## src/rtl/microwave_pkg.sv

```systemverilog
// Shared definitions for the microwave controller: state codes, BCD digit type,
// seven-segment patterns ({g,f,e,d,c,b,a}, active-high) and the seconds-tens borrow value.
package microwave_pkg;

   typedef logic [3:0] bcd_t;

   localparam logic [2:0] ST_IDLE  = 3'd0;
   localparam logic [2:0] ST_SET   = 3'd1;
   localparam logic [2:0] ST_COOK  = 3'd2;
   localparam logic [2:0] ST_PAUSE = 3'd3;
   localparam logic [2:0] ST_DONE  = 3'd4;

   localparam bcd_t SEC_TENS_BORROW = 4'd5;

   localparam logic [6:0] SEG_0     = 7'b0111111;
   localparam logic [6:0] SEG_1     = 7'b0000110;
   localparam logic [6:0] SEG_2     = 7'b1011011;
   localparam logic [6:0] SEG_3     = 7'b1001111;
   localparam logic [6:0] SEG_4     = 7'b1100110;
   localparam logic [6:0] SEG_5     = 7'b1101101;
   localparam logic [6:0] SEG_6     = 7'b1111101;
   localparam logic [6:0] SEG_7     = 7'b0000111;
   localparam logic [6:0] SEG_8     = 7'b1111111;
   localparam logic [6:0] SEG_9     = 7'b1101111;
   localparam logic [6:0] SEG_BLANK = 7'b0000000;

endpackage

```

## src/rtl/seg7_decoder.sv

```systemverilog
// BCD digit to seven-segment pattern, purely combinational; non-BCD codes blank the digit.
module seg7_decoder
   import microwave_pkg::*;
(
   input  bcd_t       digit,
   output logic [6:0] seg
);

   always_comb begin
      case (digit)
         4'd0:    seg = SEG_0;
         4'd1:    seg = SEG_1;
         4'd2:    seg = SEG_2;
         4'd3:    seg = SEG_3;
         4'd4:    seg = SEG_4;
         4'd5:    seg = SEG_5;
         4'd6:    seg = SEG_6;
         4'd7:    seg = SEG_7;
         4'd8:    seg = SEG_8;
         4'd9:    seg = SEG_9;
         default: seg = SEG_BLANK;
      endcase
   end

endmodule

```

## src/rtl/microwave_ctrl_gen.sv

```systemverilog
// Microwave controller: keypad time entry, BCD countdown, magnetron enable and done flag.
// Defining POWER_LEVEL_EN adds a ten-step power level applied as a 10-second duty cycle.
module microwave_ctrl_gen
   import microwave_pkg::*;
#(
   parameter int TICK_DIV   = 100,
   parameter int MIN_DIGITS = 1
) (
   input  logic                    clk,
   input  logic                    reset,
   input  logic [9:0]              kbd,
   input  logic                    startn,
   input  logic                    stopn,
   input  logic                    clearn,
   input  logic                    powern,
   input  logic                    door_closed,
   output logic [6:0]              sec_ones_seg,
   output logic [6:0]              sec_tens_seg,
   output logic [7*MIN_DIGITS-1:0] min_segs,
   output logic                    mag_on,
   output logic                    done
);

   localparam int NDIG = MIN_DIGITS + 2;
   localparam int TW   = $clog2(TICK_DIV);
   localparam logic [TW-1:0] TICK_LAST = TW'(TICK_DIV - 1);

   logic [2:0]    state, state_nxt;
   logic [TW-1:0] tick, tick_nxt;
   bcd_t          digs [NDIG];
   bcd_t          digs_nxt [NDIG];
   bcd_t          shl [NDIG];
   bcd_t          dec [NDIG];
   bcd_t          key;
   logic [9:0]    kbd_q;
   logic          start_q, stop_q, clear_q;
   logic          start_ev, stop_ev, clear_ev, dig_ev, key_onehot;
   logic          shl_zero, dec_zero, borrow, sec_wrap, clr_time;
   logic          power_exit, duty_ok;

   assign start_ev   = start_q & ~startn;
   assign stop_ev    = stop_q & ~stopn;
   assign clear_ev   = clear_q & ~clearn;
   assign key_onehot = (kbd != '0) && ((kbd & (kbd - 10'd1)) == '0);
   assign dig_ev     = (kbd_q == '0) && key_onehot;

   // Candidate times: keypad shift (top digit falls off) and one-second decrement.
   always_comb begin
      key = '0;
      for (int i = 0; i < 10; i++)
         if (kbd[i]) key = 4'(i);
      shl[0]   = key;
      shl_zero = (key == '0);
      for (int i = 1; i < NDIG; i++) begin
         shl[i]   = digs[i-1];
         shl_zero = shl_zero && (digs[i-1] == '0);
      end
      borrow   = 1'b1;
      dec_zero = 1'b1;
      for (int i = 0; i < NDIG; i++) begin
         dec[i] = digs[i];
         if (borrow) begin
            if (digs[i] == '0) begin
               dec[i] = (i == 1) ? SEC_TENS_BORROW : 4'd9;
            end else begin
               dec[i] = digs[i] - 4'd1;
               borrow = 1'b0;
            end
         end
         dec_zero = dec_zero && (dec[i] == '0);
      end
   end

   always_comb begin
      state_nxt = state;
      tick_nxt  = tick;
      digs_nxt  = digs;
      sec_wrap  = 1'b0;
      clr_time  = 1'b0;
      if (clear_ev) begin
         state_nxt = ST_IDLE;
         clr_time  = 1'b1;
      end else begin
         case (state)
            ST_IDLE, ST_SET: begin
               if (stop_ev) begin
                  state_nxt = ST_IDLE;
                  clr_time  = 1'b1;
               end else if (state == ST_SET && start_ev && door_closed) begin
                  state_nxt = ST_COOK;
                  tick_nxt  = '0;
               end else if (dig_ev) begin
                  digs_nxt  = shl;
                  state_nxt = shl_zero ? ST_IDLE : ST_SET;
               end
            end
            ST_COOK: begin
               if (stop_ev || !door_closed) begin
                  state_nxt = ST_PAUSE;
               end else if (tick == TICK_LAST) begin
                  tick_nxt = '0;
                  sec_wrap = 1'b1;
                  digs_nxt = dec;
                  if (dec_zero) state_nxt = ST_DONE;
               end else begin
                  tick_nxt = tick + TW'(1);
               end
            end
            ST_PAUSE: begin
               if (stop_ev) begin
                  state_nxt = ST_IDLE;
                  clr_time  = 1'b1;
               end else if (start_ev && door_closed) begin
                  state_nxt = ST_COOK;
                  tick_nxt  = '0;
               end
            end
            ST_DONE: begin
               if (stop_ev || start_ev || dig_ev || power_exit || !door_closed)
                  state_nxt = ST_IDLE;
            end
            default: begin
               state_nxt = ST_IDLE;
               clr_time  = 1'b1;
            end
         endcase
      end
      if (clr_time)
         for (int i = 0; i < NDIG; i++) digs_nxt[i] = '0;
   end

   always_ff @(posedge clk or posedge reset) begin
      if (reset) begin
         state   <= ST_IDLE;
         tick    <= '0;
         kbd_q   <= '0;
         start_q <= 1'b1;
         stop_q  <= 1'b1;
         clear_q <= 1'b1;
         for (int i = 0; i < NDIG; i++) digs[i] <= '0;
      end else begin
         state   <= state_nxt;
         tick    <= tick_nxt;
         kbd_q   <= kbd;
         start_q <= startn;
         stop_q  <= stopn;
         clear_q <= clearn;
         digs    <= digs_nxt;
      end
   end

`ifdef POWER_LEVEL_EN
   logic [3:0] level, phase;
   logic       power_q, power_ev;

   assign power_ev   = power_q & ~powern;
   assign power_exit = power_ev;
   assign duty_ok    = (phase < level);

   always_ff @(posedge clk or posedge reset) begin
      if (reset) begin
         level   <= 4'd10;
         phase   <= '0;
         power_q <= 1'b1;
      end else begin
         power_q <= powern;
         if (power_ev && (state == ST_IDLE || state == ST_SET))
            level <= (level == 4'd1) ? 4'd10 : level - 4'd1;
         if (state != ST_COOK && state_nxt == ST_COOK)
            phase <= '0;
         else if (sec_wrap)
            phase <= (phase == 4'd9) ? 4'd0 : phase + 4'd1;
      end
   end
`else
   logic unused_powern;
   assign unused_powern = powern;
   assign power_exit    = 1'b0;
   assign duty_ok       = 1'b1;
`endif

   // Door interlock is combinational so opening the door kills the magnetron immediately.
   assign mag_on = door_closed && (state == ST_COOK) && duty_ok;
   assign done   = (state == ST_DONE);

   seg7_decoder u_sec_ones (.digit(digs[0]), .seg(sec_ones_seg));
   seg7_decoder u_sec_tens (.digit(digs[1]), .seg(sec_tens_seg));

   for (genvar g = 0; g < MIN_DIGITS; g++) begin : g_min
      seg7_decoder u_min (.digit(digs[g+2]), .seg(min_segs[7*g +: 7]));
   end

endmodule

```

## config.mk

```make
export PLATFORM = sky130hd
export DESIGN_NAME = microwave_ctrl_gen
export DESIGN_NICKNAME = d
export VERILOG_FILES = /design/src/rtl/microwave_pkg.sv /design/src/rtl/seg7_decoder.sv /design/src/rtl/microwave_ctrl_gen.sv
export SDC_FILE = /design/constraint.sdc
export NUM_CORES = 1
export LEC_CHECK = 0
export CORE_ASPECT_RATIO = 0.8
export CORE_MARGIN = 4
export CORE_UTILIZATION = 55
export DETAILED_ROUTE_END_ITERATION = 16
export PLACE_DENSITY_LB_ADDON = 0.15
export SYNTH_ARGS = -nofsm -noshare
export SYNTH_HDL_FRONTEND = slang
export SYNTH_SLANG_ARGS = --single-unit
```

## constraint.sdc

```tcl
create_clock -name clk -period 6.6 [get_ports clk]
set_clock_uncertainty 0.2 [all_clocks]
set_input_delay 1.32 -clock clk [delete_from_list [all_inputs] [get_ports clk]]
set_output_delay 1.32 -clock clk [all_outputs]
set_load 0.05 [all_outputs]
```

==> run_results.csv <==
group,metric,value,unit
sta,maxSlewViolCount,0,
global_route,antenna_found_initial,0,
synthesis,syn_area,0.00279,sq mm
die,rows,22,
min_path,min_path_type,"flip-flop to flip-flop",
layout,diodes,0,
global_route,grt_max_degree,36,
route,viasPerCell,6.30,
sta,finalHoldViolCount,0,
die,die_y,71.8,um
sta,layout_min_cycle_time,4.35,ns
pwr,power_density,263,mW/mm^2
place,placed_area,0.00320,sq mm
clocking,cts_max_level,2,
sta,setup_violations,0,
clocking,cts_made_buffers,5,
sta,rsz0062_at_grt,"false",
synthesis,synth_edf_count,0,
synthesis,post_synth_xor_area_fraction,0.627,%
die,core,0.00473,sq mm
layout,stdcell_area,0.00334,sq mm
route,drtIter0Drc,247,
route,dr_total_vias,2755,
route,ant_nets,0,
layout,final_util,70.5,%
clocking,clock_sinks,35,
setup_path,crit_path_end_kind,"output pin",
layout,final_cells,437,
sta,max_freq,230,MHz
synthesis,synthCells,345,
sta,worstMarginPinSlew,0.887,ns
layout,layout.nets,413,
die,die_x,87.7,um
place,dp_cells,429,
synthesis,synth_top_family_by_area,"compound AO/OA/AOI/OAI gates",
place,place_congestion,0.902,
layout,areaGrowthSynthToFinish,19.5,%
place,port_buffers,38,
setup_path,crit_fanout,6,
synthesis,synth_compound_area_share,26.9,%
synthesis,yosysWarnings,0,
synthesis,yosys.area_share.simple,24.8,%
sta,slew_headroom,40.2,%
clocking,clock_latency,0.30,ns
setup_path,worst_setup_path_start_kind,"primary input",
synthesis,synthArstFlopShare,100,%
clocking,cts_repair_resize_count,0,
die,initial_core_util,59.0,%
clocking,cts_tree,"yes",
synthesis,ys_seq_area_share,31.5,%
pwr,peakVddDrop,179,uV
layout,regArea,880,sq um
global_route,grt_usage,22.3,%
sta,hold_ws,0.280,ns
route,drc,0,
global_route,overflow,0,
layout,layout-drive-gt1-share,6.90,%
synthesis,ys_types,59,
clocking,clk_pin_slew,0.07,ns
route,drt_pass1_iterations,4,
place,dp_hpwl,5.02,mm
die,io_pins,40,
layout,nFillCells,376,
pwr,leakage,1.30,nW
route,drt_wl_total,7.01,mm
global_route,grt_pass1_vias,2441,
setup_path,criticalPathCategory,"primary input to output pin",
outcome,status,"complete, no violations",
clocking,postCtsSetupRepairBufs,0,
clocking,root_buffer,"clkbuf_8",
setup_path,cp.required,5.08,ns
clocking,cts_max_path_buffers,2,
die,dieArea,0.00629,sq mm
layout,multi_input_area,0.00178,sq mm
synthesis,synth_fa_ha_area_share,8.96,%
route,avgRoutedWirePerCell,16.0,um
synthesis,muxShareOfSynthArea,2.28,%
flow_run,maxCapViolations,0,
sta,post-route-period-util,65.9,%
clocking,hold_buffers,0,
synthesis,avgSynthCellArea,8.10,sq um
sta,fin_tns_setup,0,ns
synthesis,synth_fp_nets,382,
setup_path,arrival,2.83,ns
global_route,grt_pass1_wl,11.3,mm
synthesis,synthFlopType,"dfrtp_1",
synthesis,synth_seq_cells,35,
==> layout by cell type (no fill, tap or decap), types with 7 or more instances in the layout <==
| cell type | count |
|---|---|
| a31oi_1 | 9 |
| a211oi_1 | 12 |
| o21ai_0 | 34 |
| ha_1 | 20 |
| a21oi_1 | 17 |
| nor4_1 | 7 |
| nor3_1 | 11 |
| clkdlybuf4s50_1 | 38 |
| dfrtp_1 | 32 |
| nand3_1 | 12 |
| nor2_1 | 28 |
| nand2_1 | 38 |
| inv_1 | 18 |
==> metrics by stage <==
stage          power (mW)  worst slack, ns
2_1_floorplan       0.532             2.94
3_3_place_gp        0.638             2.26
3_5_place_dp        0.643             2.25
4_1_cts             0.876             2.25
5_1_grt             0.923             2.18
6_report            0.877             2.25
==> synth_stat cells, drive strengths merged, types with 2 or more instances <==
library cell | number | area share [%]
buf | 5 | 0.94
or3b | 2 | 0.72
o2111ai | 2 | 0.63
nand4 | 2 | 0.45
nor4 | 10 | 2.9
a21o | 5 | 1.3
nand2b | 5 | 1.1
nand3b | 2 | 0.54
o221ai | 2 | 0.63
o21ai | 35 | 6.3
nor2b | 5 | 1.2
or3 | 2 | 0.45
nor3 | 11 | 2.0
o21a | 2 | 0.54
and4b | 3 | 1.1
clkbuf | 11 | 1.5
nor3b | 3 | 0.98
a31oi | 9 | 2.0
dfstp | 3 | 2.8
dfrtp | 32 | 29
ha | 20 | 9.0
and3 | 4 | 0.90
o211ai | 6 | 1.6
nor2 | 28 | 3.8
o31ai | 7 | 2.1
mux2 | 3 | 1.2
xnor2 | 2 | 0.63
mux2i | 3 | 1.1
a21oi | 17 | 3.0
nand2 | 38 | 5.1
a211o | 3 | 0.94
a221oi | 2 | 0.63
a211oi | 14 | 4.1
inv | 19 | 2.6
o22ai | 4 | 0.90
nand3 | 12 | 2.1
==> layer usage <==
metal	up-vias	global-route usage [%]	wire length, um
li1	1342	-	-
met1	1326	32.8	3410
met2	76	33.6	3180
met3	11	4.25	346
met4	0	5.28	72
met5	-	0	0
==> power by group <==
| part | switching [mW] | total (mW) | internal, mW | leakage, nW |
|---|---|---|---|---|
| clock | 0.0808 | 0.231 | 0.151 | 0.0644 |
| sequential | 0.0307 | 0.261 | 0.230 | 0.453 |
| combinational | 0.252 | 0.384 | 0.132 | 0.784 |
| total | 0.364 | 0.877 | 0.513 | 1.30 |
==> worst max-delay path, cell delays in order <==
cell             delay, ns
clkdlybuf4s50_1       0.56
and2_1                0.15
clkdlybuf4s50_1       0.79
==> state kept, by name (all words and copies together), names as in the netlist <==
register,flops
state,3
digs,12
clear_q,1
kbd_q,10
tick,7
stop_q,1
start_q,1
==> final timing paths <==
kind | cells past startpoint | slack (ns) | end | start
setup / recovery | 3 | 2.25 | mag_on | door_closed
hold / removal | 1 | 0.28 | tick[6]$_DFFE_PP0P_ | tick[6]$_DFFE_PP0P_
setup reg to reg | 7 | 3.65 | state[1]$_DFFE_PP0P_ | digs[9]$_DFFE_PP0P_
hold reg to reg | 1 | 0.28 | tick[6]$_DFFE_PP0P_ | tick[6]$_DFFE_PP0P_
max in group asynchronous | 3 | 4.66 | start_q$_DFF_PP1_ | reset
min in group asynchronous | 3 | 1.22 | digs[2]$_DFFE_PP0P_ | reset
==> kinds of logic (layout without fill, tap and decap cells) <==
kind of cell	count (synthesis)	in the layout
and+or+nand+nor	132	132
AOI/OAI and AO/OA	115	115
DFF	35	35
buffers and inverters	35	67
adders and majority gates	20	20
muxes	6	6
xor gates and xnor gates	2	2
==> cell type report <==
type                    count  area share (%)
clock buffers               5            2.06
clock inverters             3            2.02
inverters                  19            2.14
multi-input cells         275            53.3
flip-flops and latches     35            26.3
well taps                  60            2.25
repair buffers             40            11.8
(Power assumes the default switching activity.)
